$ cat src/rtl/display_scan.sv
`default_nettype none
// ----------------------------------------------------------------------------
// display_scan : time-multiplexed 7-segment driver with double-buffered data,
//                anti-ghost blanking, DP, per-digit blank, leading-zero blank. Rev 1.0
// ----------------------------------------------------------------------------
module display_scan #(
  parameter int NUM_DIGITS   = 4,
  parameter int REFRESH_DIV  = 50000,
  parameter int BLANK_CYCLES = 2,
  parameter bit SEG_ACT_LOW  = 1'b1,
  parameter bit DIG_ACT_LOW  = 1'b1,
  parameter bit LZ_BLANK     = 1'b0
) (
  input  logic                    Clk,
  input  logic                    Rst,
  input  logic [4*NUM_DIGITS-1:0] DisVal,
  input  logic [NUM_DIGITS-1:0]   DpIn,
  input  logic [NUM_DIGITS-1:0]   BlankIn,
  input  logic                    Load,
  output logic [7:0]              SegOut,
  output logic [NUM_DIGITS-1:0]   DigSel,
  output logic                    FrameDone
);

  typedef enum logic [0:0] {
    ST_BLANK = 1'b0,
    ST_SHOW  = 1'b1
  } state_t;

  localparam int PMAX = (REFRESH_DIV > BLANK_CYCLES) ? REFRESH_DIV : BLANK_CYCLES;
  localparam int PW   = (PMAX > 1) ? $clog2(PMAX) : 1;
  localparam int IW   = (NUM_DIGITS > 1) ? $clog2(NUM_DIGITS) : 1;

  localparam logic [PW-1:0]         SHOW_LAST  = PW'(REFRESH_DIV - 1);
  localparam logic [PW-1:0]         BLANK_LAST = PW'((BLANK_CYCLES > 0) ? BLANK_CYCLES - 1 : 0);
  localparam logic [IW-1:0]         IDX_LAST   = IW'(NUM_DIGITS - 1);
  localparam logic [7:0]            SEG_OFF    = SEG_ACT_LOW ? 8'hFF : 8'h00;
  localparam logic [NUM_DIGITS-1:0] DIG_OFF    = DIG_ACT_LOW ? '1 : '0;

  state_t                  state, state_nx;
  logic [IW-1:0]           idx, idx_nx;
  logic [PW-1:0]           presc, presc_nx;
  logic                    frame_start, done_nx, fresh, take;
  logic [4*NUM_DIGITS-1:0] pend_val, act_val, val_nx;
  logic [NUM_DIGITS-1:0]   pend_dp, act_dp, dp_nx;
  logic [NUM_DIGITS-1:0]   pend_blank, act_blank, blank_nx;
  logic [NUM_DIGITS-1:0]   lz_dark, dig_hot, dig_nx;
  logic                    zero_run;
  logic [3:0]              nib;
  logic [7:0]              seg_low, seg_nx;

  // Active-low pattern {dp,g,f,e,d,c,b,a} with dp off.
  function automatic logic [7:0] hex_to_seg(input logic [3:0] h);
    logic [7:0] s;
    case (h)
      4'h0: s = 8'hC0;
      4'h1: s = 8'hF9;
      4'h2: s = 8'hA4;
      4'h3: s = 8'hB0;
      4'h4: s = 8'h99;
      4'h5: s = 8'h92;
      4'h6: s = 8'h82;
      4'h7: s = 8'hF8;
      4'h8: s = 8'h80;
      4'h9: s = 8'h90;
      4'hA: s = 8'h88;
      4'hB: s = 8'h83;
      4'hC: s = 8'hC6;
      4'hD: s = 8'hA1;
      4'hE: s = 8'h86;
      default: s = 8'h8E;
    endcase
    return s;
  endfunction

  always_ff @(posedge Clk) begin
    if (Rst) begin
      state <= ST_BLANK;
      idx   <= '0;
      presc <= '0;
    end else begin
      state <= state_nx;
      idx   <= idx_nx;
      presc <= presc_nx;
    end
  end

  always_comb begin
    state_nx    = state;
    idx_nx      = idx;
    presc_nx    = presc + 1'b1;
    done_nx     = 1'b0;
    frame_start = 1'b0;
    case (state)
      ST_BLANK: begin
        if (presc == BLANK_LAST) begin
          state_nx = ST_SHOW;
          presc_nx = '0;
        end
      end
      ST_SHOW: begin
        if (presc == SHOW_LAST) begin
          if (BLANK_CYCLES > 0) state_nx = ST_BLANK;
          else                  state_nx = ST_SHOW;
          presc_nx    = '0;
          idx_nx      = (idx == IDX_LAST) ? '0 : idx + 1'b1;
          done_nx     = (idx == IDX_LAST);
          frame_start = (idx == IDX_LAST);
        end
      end
      default: begin
        state_nx = ST_BLANK;
        presc_nx = '0;
      end
    endcase
  end

  // The first edge out of reset also opens a frame, so a Load there is shown at once.
  always_comb begin
    take     = frame_start | fresh;
    val_nx   = act_val;
    dp_nx    = act_dp;
    blank_nx = act_blank;
    if (take) begin
      val_nx   = Load ? DisVal  : pend_val;
      dp_nx    = Load ? DpIn    : pend_dp;
      blank_nx = Load ? BlankIn : pend_blank;
    end

    zero_run = 1'b1;
    lz_dark  = '0;
    for (int k = NUM_DIGITS - 1; k >= 1; k--) begin
      zero_run   = zero_run & (val_nx[4*k +: 4] == 4'h0);
      lz_dark[k] = zero_run;
    end

    nib     = val_nx[{idx_nx, 2'b00} +: 4];
    seg_low = 8'hFF;
    if (!blank_nx[idx_nx]) begin
      if (!(LZ_BLANK && lz_dark[idx_nx])) seg_low = hex_to_seg(nib);
      if (dp_nx[idx_nx]) seg_low[7] = 1'b0;
    end

    dig_hot         = '0;
    dig_hot[idx_nx] = 1'b1;
    if (state_nx == ST_SHOW) begin
      seg_nx = SEG_ACT_LOW ? seg_low : ~seg_low;
      dig_nx = DIG_ACT_LOW ? ~dig_hot : dig_hot;
    end else begin
      seg_nx = SEG_OFF;
      dig_nx = DIG_OFF;
    end
  end

  always_ff @(posedge Clk) begin
    if (Rst) begin
      fresh      <= 1'b1;
      pend_val   <= '0;
      pend_dp    <= '0;
      pend_blank <= '0;
      act_val    <= '0;
      act_dp     <= '0;
      act_blank  <= '0;
      SegOut     <= SEG_OFF;
      DigSel     <= DIG_OFF;
      FrameDone  <= 1'b0;
    end else begin
      fresh <= 1'b0;
      if (Load) begin
        pend_val   <= DisVal;
        pend_dp    <= DpIn;
        pend_blank <= BlankIn;
      end
      act_val   <= val_nx;
      act_dp    <= dp_nx;
      act_blank <= blank_nx;
      SegOut    <= seg_nx;
      DigSel    <= dig_nx;
      FrameDone <= done_nx;
    end
  end

endmodule
`default_nettype wire

$ cat config.mk
export PLATFORM = sky130hd
export DESIGN_NAME = display_scan
export DESIGN_NICKNAME = d
export VERILOG_FILES = /design/src/rtl/display_scan.sv
export SDC_FILE = /design/constraint.sdc
export NUM_CORES = 1
export LEC_CHECK = 0
export CAP_MARGIN = 25
export CORE_ASPECT_RATIO = 1.25
export CORE_MARGIN = 10
export CORE_UTILIZATION = 55
export CTS_BUF_LIST = sky130_fd_sc_hd__clkbuf_8 sky130_fd_sc_hd__clkbuf_16
export CTS_CLUSTER_DIAMETER = 50
export DETAILED_ROUTE_END_ITERATION = 10
export PLACE_DENSITY = 0.78
export SLEW_MARGIN = 15
export SYNTH_ARGS = -nofsm -noshare
export SYNTH_HDL_FRONTEND = slang
export SYNTH_SLANG_ARGS = --single-unit
$ cat constraint.sdc
create_clock -name Clk -period 3.41 [get_ports Clk]
set_input_delay 0.341 -clock Clk [delete_from_list [all_inputs] [get_ports Clk]]
set_output_delay 0.341 -clock Clk [all_outputs]
set_load 0.005 [all_outputs]
==> out/qor.txt <==
=================================================================================================
Die X-Extent .......................................................................        93 µm
Largest fanout on the critical path ................................................           28
Vias ...............................................................................         2748
Cell area after technology mapping .................................................     3660 µm²
Overall routed net length ..........................................................      7.51 mm
Std-Cell Rows ......................................................................           33
Worst R2R Path Depth ...............................................................           11
Layer carrying the most global-route usage .........................................         met2
CP Launch Type .....................................................................         flop
Met1 track utilization from global routing .........................................        15.3%
Clk sink count .....................................................................           81
Maximum vdd ir drop ................................................................     0.356 mV
Delay-heaviest family, CP .......................................................... compound AO/OA/AOI/OAI gates
Portion of synthesized cell area occupied by the leading cell type .................        44.3%
Relative max-transition margin .....................................................        38.7%
Result of the run .................................................................. finished, final reports clean
Slowest cell on crit path .......................................................... sky130_fd_sc_hd__dfxtp_1
Pwr/cell area ......................................................................   471 nW/µm²
Hold Fails Final Rpt ...............................................................            0
Count of state elements after synthesis ............................................           81
Fraction of layout instances using a drive strength above 1 ........................        13.6%
Top FF cell, synth ................................................................. sky130_fd_sc_hd__dfxtp_1
Placer's final routability congestion estimate .....................................        0.957
Total inserted antenna cells .......................................................            0
Clock Latency Late Sink ............................................................      0.36 ns
First-pass GRT wire length .........................................................      12.4 mm
Critical setup path kind ........................................................... flop to flop
Cell type contributing the most total cell area after synthesis .................... sky130_fd_sc_hd__dfxtp_1
Number of distinct library cell variants in the gate-level netlist after synthesis .           59
Worst clock skew ...................................................................    0.0106 ns
Number of vias per cell after detailed routing .....................................         5.44
Fillers ............................................................................          560
DRC violation total after the first TritonRoute iteration ..........................          144
Setup violators final ..............................................................            0
Placed inst area ...................................................................     4090 µm²
Overall die height .................................................................       111 µm
Largest buffer count on any clock path .............................................            2
Critical Path RT ...................................................................      3.65 ns
Slew of the pin with the lowest slew margin ........................................     0.919 ns
H-tree Lvls ........................................................................            3
Period utilization .................................................................        91.8%
Post-detailed-route count of antenna-violating nets ................................            0
Total of max-cap violations ........................................................            0
Clock transition at path regs ......................................................      0.09 ns
Worst setup path endpoint ..........................................................    SegOut[0]
Time the final worst path needs with I/O delays and setup ..........................      3.13 ns
Most common cell in the netlist .................................................... sky130_fd_sc_hd__dfxtp_1
I/O pin count ......................................................................           40
DRC violations left ................................................................            0
EDFF count, synth ..................................................................            0
Chain of cells forming the critical path ........................................... ha_1 > and3_1 > and2_4 > a21o_2 > buf_4 > a221oi_1 > a2111oi_4 > buf_4 > or2b_1 > o221ai_1 > nand2_1
Yosys Warn Count ...................................................................            0
Total power consumption of the routed design .......................................    0.00203 W
Setup Total Neg Slack ..............................................................         0 ns
Fmax ...............................................................................      320 MHz
Met3 global-route usage ............................................................        3.32%
Remaining global-route overflow ....................................................            0
Static leakage .....................................................................      1.71 nW
RSZ-0062 raised after global routing ...............................................           no
Count of buffers added by post-CTS timing repair for setup .........................            0
Total die area .....................................................................    10300 µm²
Total number of cells along the worst setup path ...................................           11
Commonest cells in the synthesized netlist ......................................... sky130_fd_sc_hd__dfxtp_1, sky130_fd_sc_hd__nor2_1, sky130_fd_sc_hd__mux2i_1
Final slew viol count ..............................................................            0
Growth of design area from synthesis to finish .....................................        17.4%
Crit path capture type .............................................................         flop
Arrival time at the worst endpoint .................................................      3.37 ns
Launch instance of the worst register-to-register path .............................     presc[0]
Async SR Flop Fraction .............................................................           0%
Placeable core region ..............................................................     6520 µm²
Met2 Track Usage GR ................................................................        25.9%
First-pass iteration count of the detailed router ..................................            4
Count of input and output buffers ..................................................           39
Dominant cell type by count on the critical path ................................... sky130_fd_sc_hd__buf_4
Root buf cell ...................................................................... sky130_fd_sc_hd__clkbuf_8
Maximum number of pins on one net before global-route repair .......................           55
Fraction of the yosys area taken by sequential cells ...............................        44.3%
HPWL after detailed placement ......................................................      5.50 mm
FF-to-FF setup slack ...............................................................      0.28 ns
Synthesized instance count .........................................................          373
Class of the worst hold path ....................................................... flop to flop
Post-synthesis average cell area ...................................................     9.82 µm²
Antenna violations before repair ...................................................            0
Post-route standard cell area excluding fillers ....................................     4300 µm²
Critical Path Source ...............................................................     presc[0]
Initial core utilization ...........................................................        56.2%
CP max stage delay .................................................................      0.41 ns
Synthesized netlist net count ......................................................          409
CTS buffer count ...................................................................            9
Count of buffering cells on the critical path with inverters included ..............            2
Leading cell types by total area after synthesis ................................... sky130_fd_sc_hd__dfxtp_1, sky130_fd_sc_hd__mux2i_1, sky130_fd_sc_hd__nor2_1
Final #Nets ........................................................................          449
Routed length per instance .........................................................      14.9 µm
Critical R2R Capture ...............................................................    SegOut[0]
CTS tree ...........................................................................          yes
Via count of the first global-routing pass .........................................         2720
GR Util All Layers .................................................................        14.6%
=================================================================================================
cells by family after synthesis:
kind of cell | after synthesis | synth area share (%)
AND/OR/NAND/NOR | 147 | 21.3
flip-flops | 81 | 44.3
AO/OA/AOI/OAI | 58 | 12.3
multiplexers | 37 | 10.8
buffers and inverters | 27 | 4.92
XOR/XNOR | 14 | 3.35
adder cells (fa/ha/maj) | 9 | 3.07
report_power, final:
part	internal, W	total (W)	switching [W]	leakage, nW
clock	0.000353	0.000727	0.000374	0.107
combinational	0.000138	0.000276	0.000138	0.943
sequential	0.00100	0.00102	0.0000210	0.665
total	0.00149	0.00203	0.000533	1.71
stage by stage:
step	hold slack (ns)	util (%)	setup WS, ns	std cells
global placement	0.456	62.7	0.255	489
global route	0.517	65.9	0.0734	505
finish	0.497	65.9	0.280	505
CTS	0.498	65.9	0.130	505
floorplan	0.369	-	0.342	373
detailed placement	0.477	62.7	0.145	489
worst reg2reg max path, stage by stage (launching register included):
cell and delay, ns:
sky130_fd_sc_hd__dfxtp_1 0.41, sky130_fd_sc_hd__ha_1 0.25, sky130_fd_sc_hd__and3_1 0.20, sky130_fd_sc_hd__and2_4 0.20
sky130_fd_sc_hd__a21o_2 0.34, sky130_fd_sc_hd__buf_4 0.35, sky130_fd_sc_hd__a221oi_1 0.18, sky130_fd_sc_hd__a2111oi_4 0.34
sky130_fd_sc_hd__buf_4 0.25, sky130_fd_sc_hd__or2b_1 0.26, sky130_fd_sc_hd__o221ai_1 0.18, sky130_fd_sc_hd__nand2_1 0.07
worst min-delay path by stage:
stage	start	end	slack (ns)	cells after the start
after floorplan	Rst	fresh	0.37	0
after global routing	presc[0]	presc[0]	0.52	1
after global placement	presc[0]	presc[0]	0.46	1
final	pend_blank[3]	pend_blank[3]	0.50	2
after CTS	presc[0]	presc[0]	0.50	1
after detailed placement	presc[0]	presc[0]	0.48	1
sequential cells by signal (all words and copies together), names as in the netlist, 2 cells and up:
name	count
act_blank	4
DigSel	4
act_val	16
pend_dp	4
idx	2
SegOut	8
pend_blank	4
presc	16
pend_val	16
act_dp	4
layer usage:
layer  wire [µm]  up-vias  share of wire, %
met4         125        0               1.7
li1            -     1394                 -
met5           0        -                 0
met1        3150     1279                42
met3         347       12               4.6
met2        3890       63                52
timing repair:
action,CTS,global route
resized for setup,0,1
setup endpoints to repair,0,5
hold buffers,0,0
endpoints found under the hold margin,0,0
layout make-up:
class / instances / area [µm²] / area share (%)
clock buffers: 9 / 124 / 2.88
clock inverters: 7 / 85.1 / 1.98
inverters: 7 / 26.3 / 0.611
multi-input cells: 265 / 1860 / 43.3
flip-flops and latches: 81 / 1620 / 37.7
well taps: 87 / 109 / 2.53
repair buffers: 49 / 473 / 11.0
placed cells by master, fill, tap and decap left out, drive strengths merged, types with 10 or more instances in the layout:
master         instances
dfxtp                 81
nor2                  62
clkdlybuf4s50         38
mux2i                 28
nand2                 22
nor2b                 17
a211oi                13
buf                   11
inv                   11
a21oi                 10
Note: power is estimated with default switching activity, not from simulation.
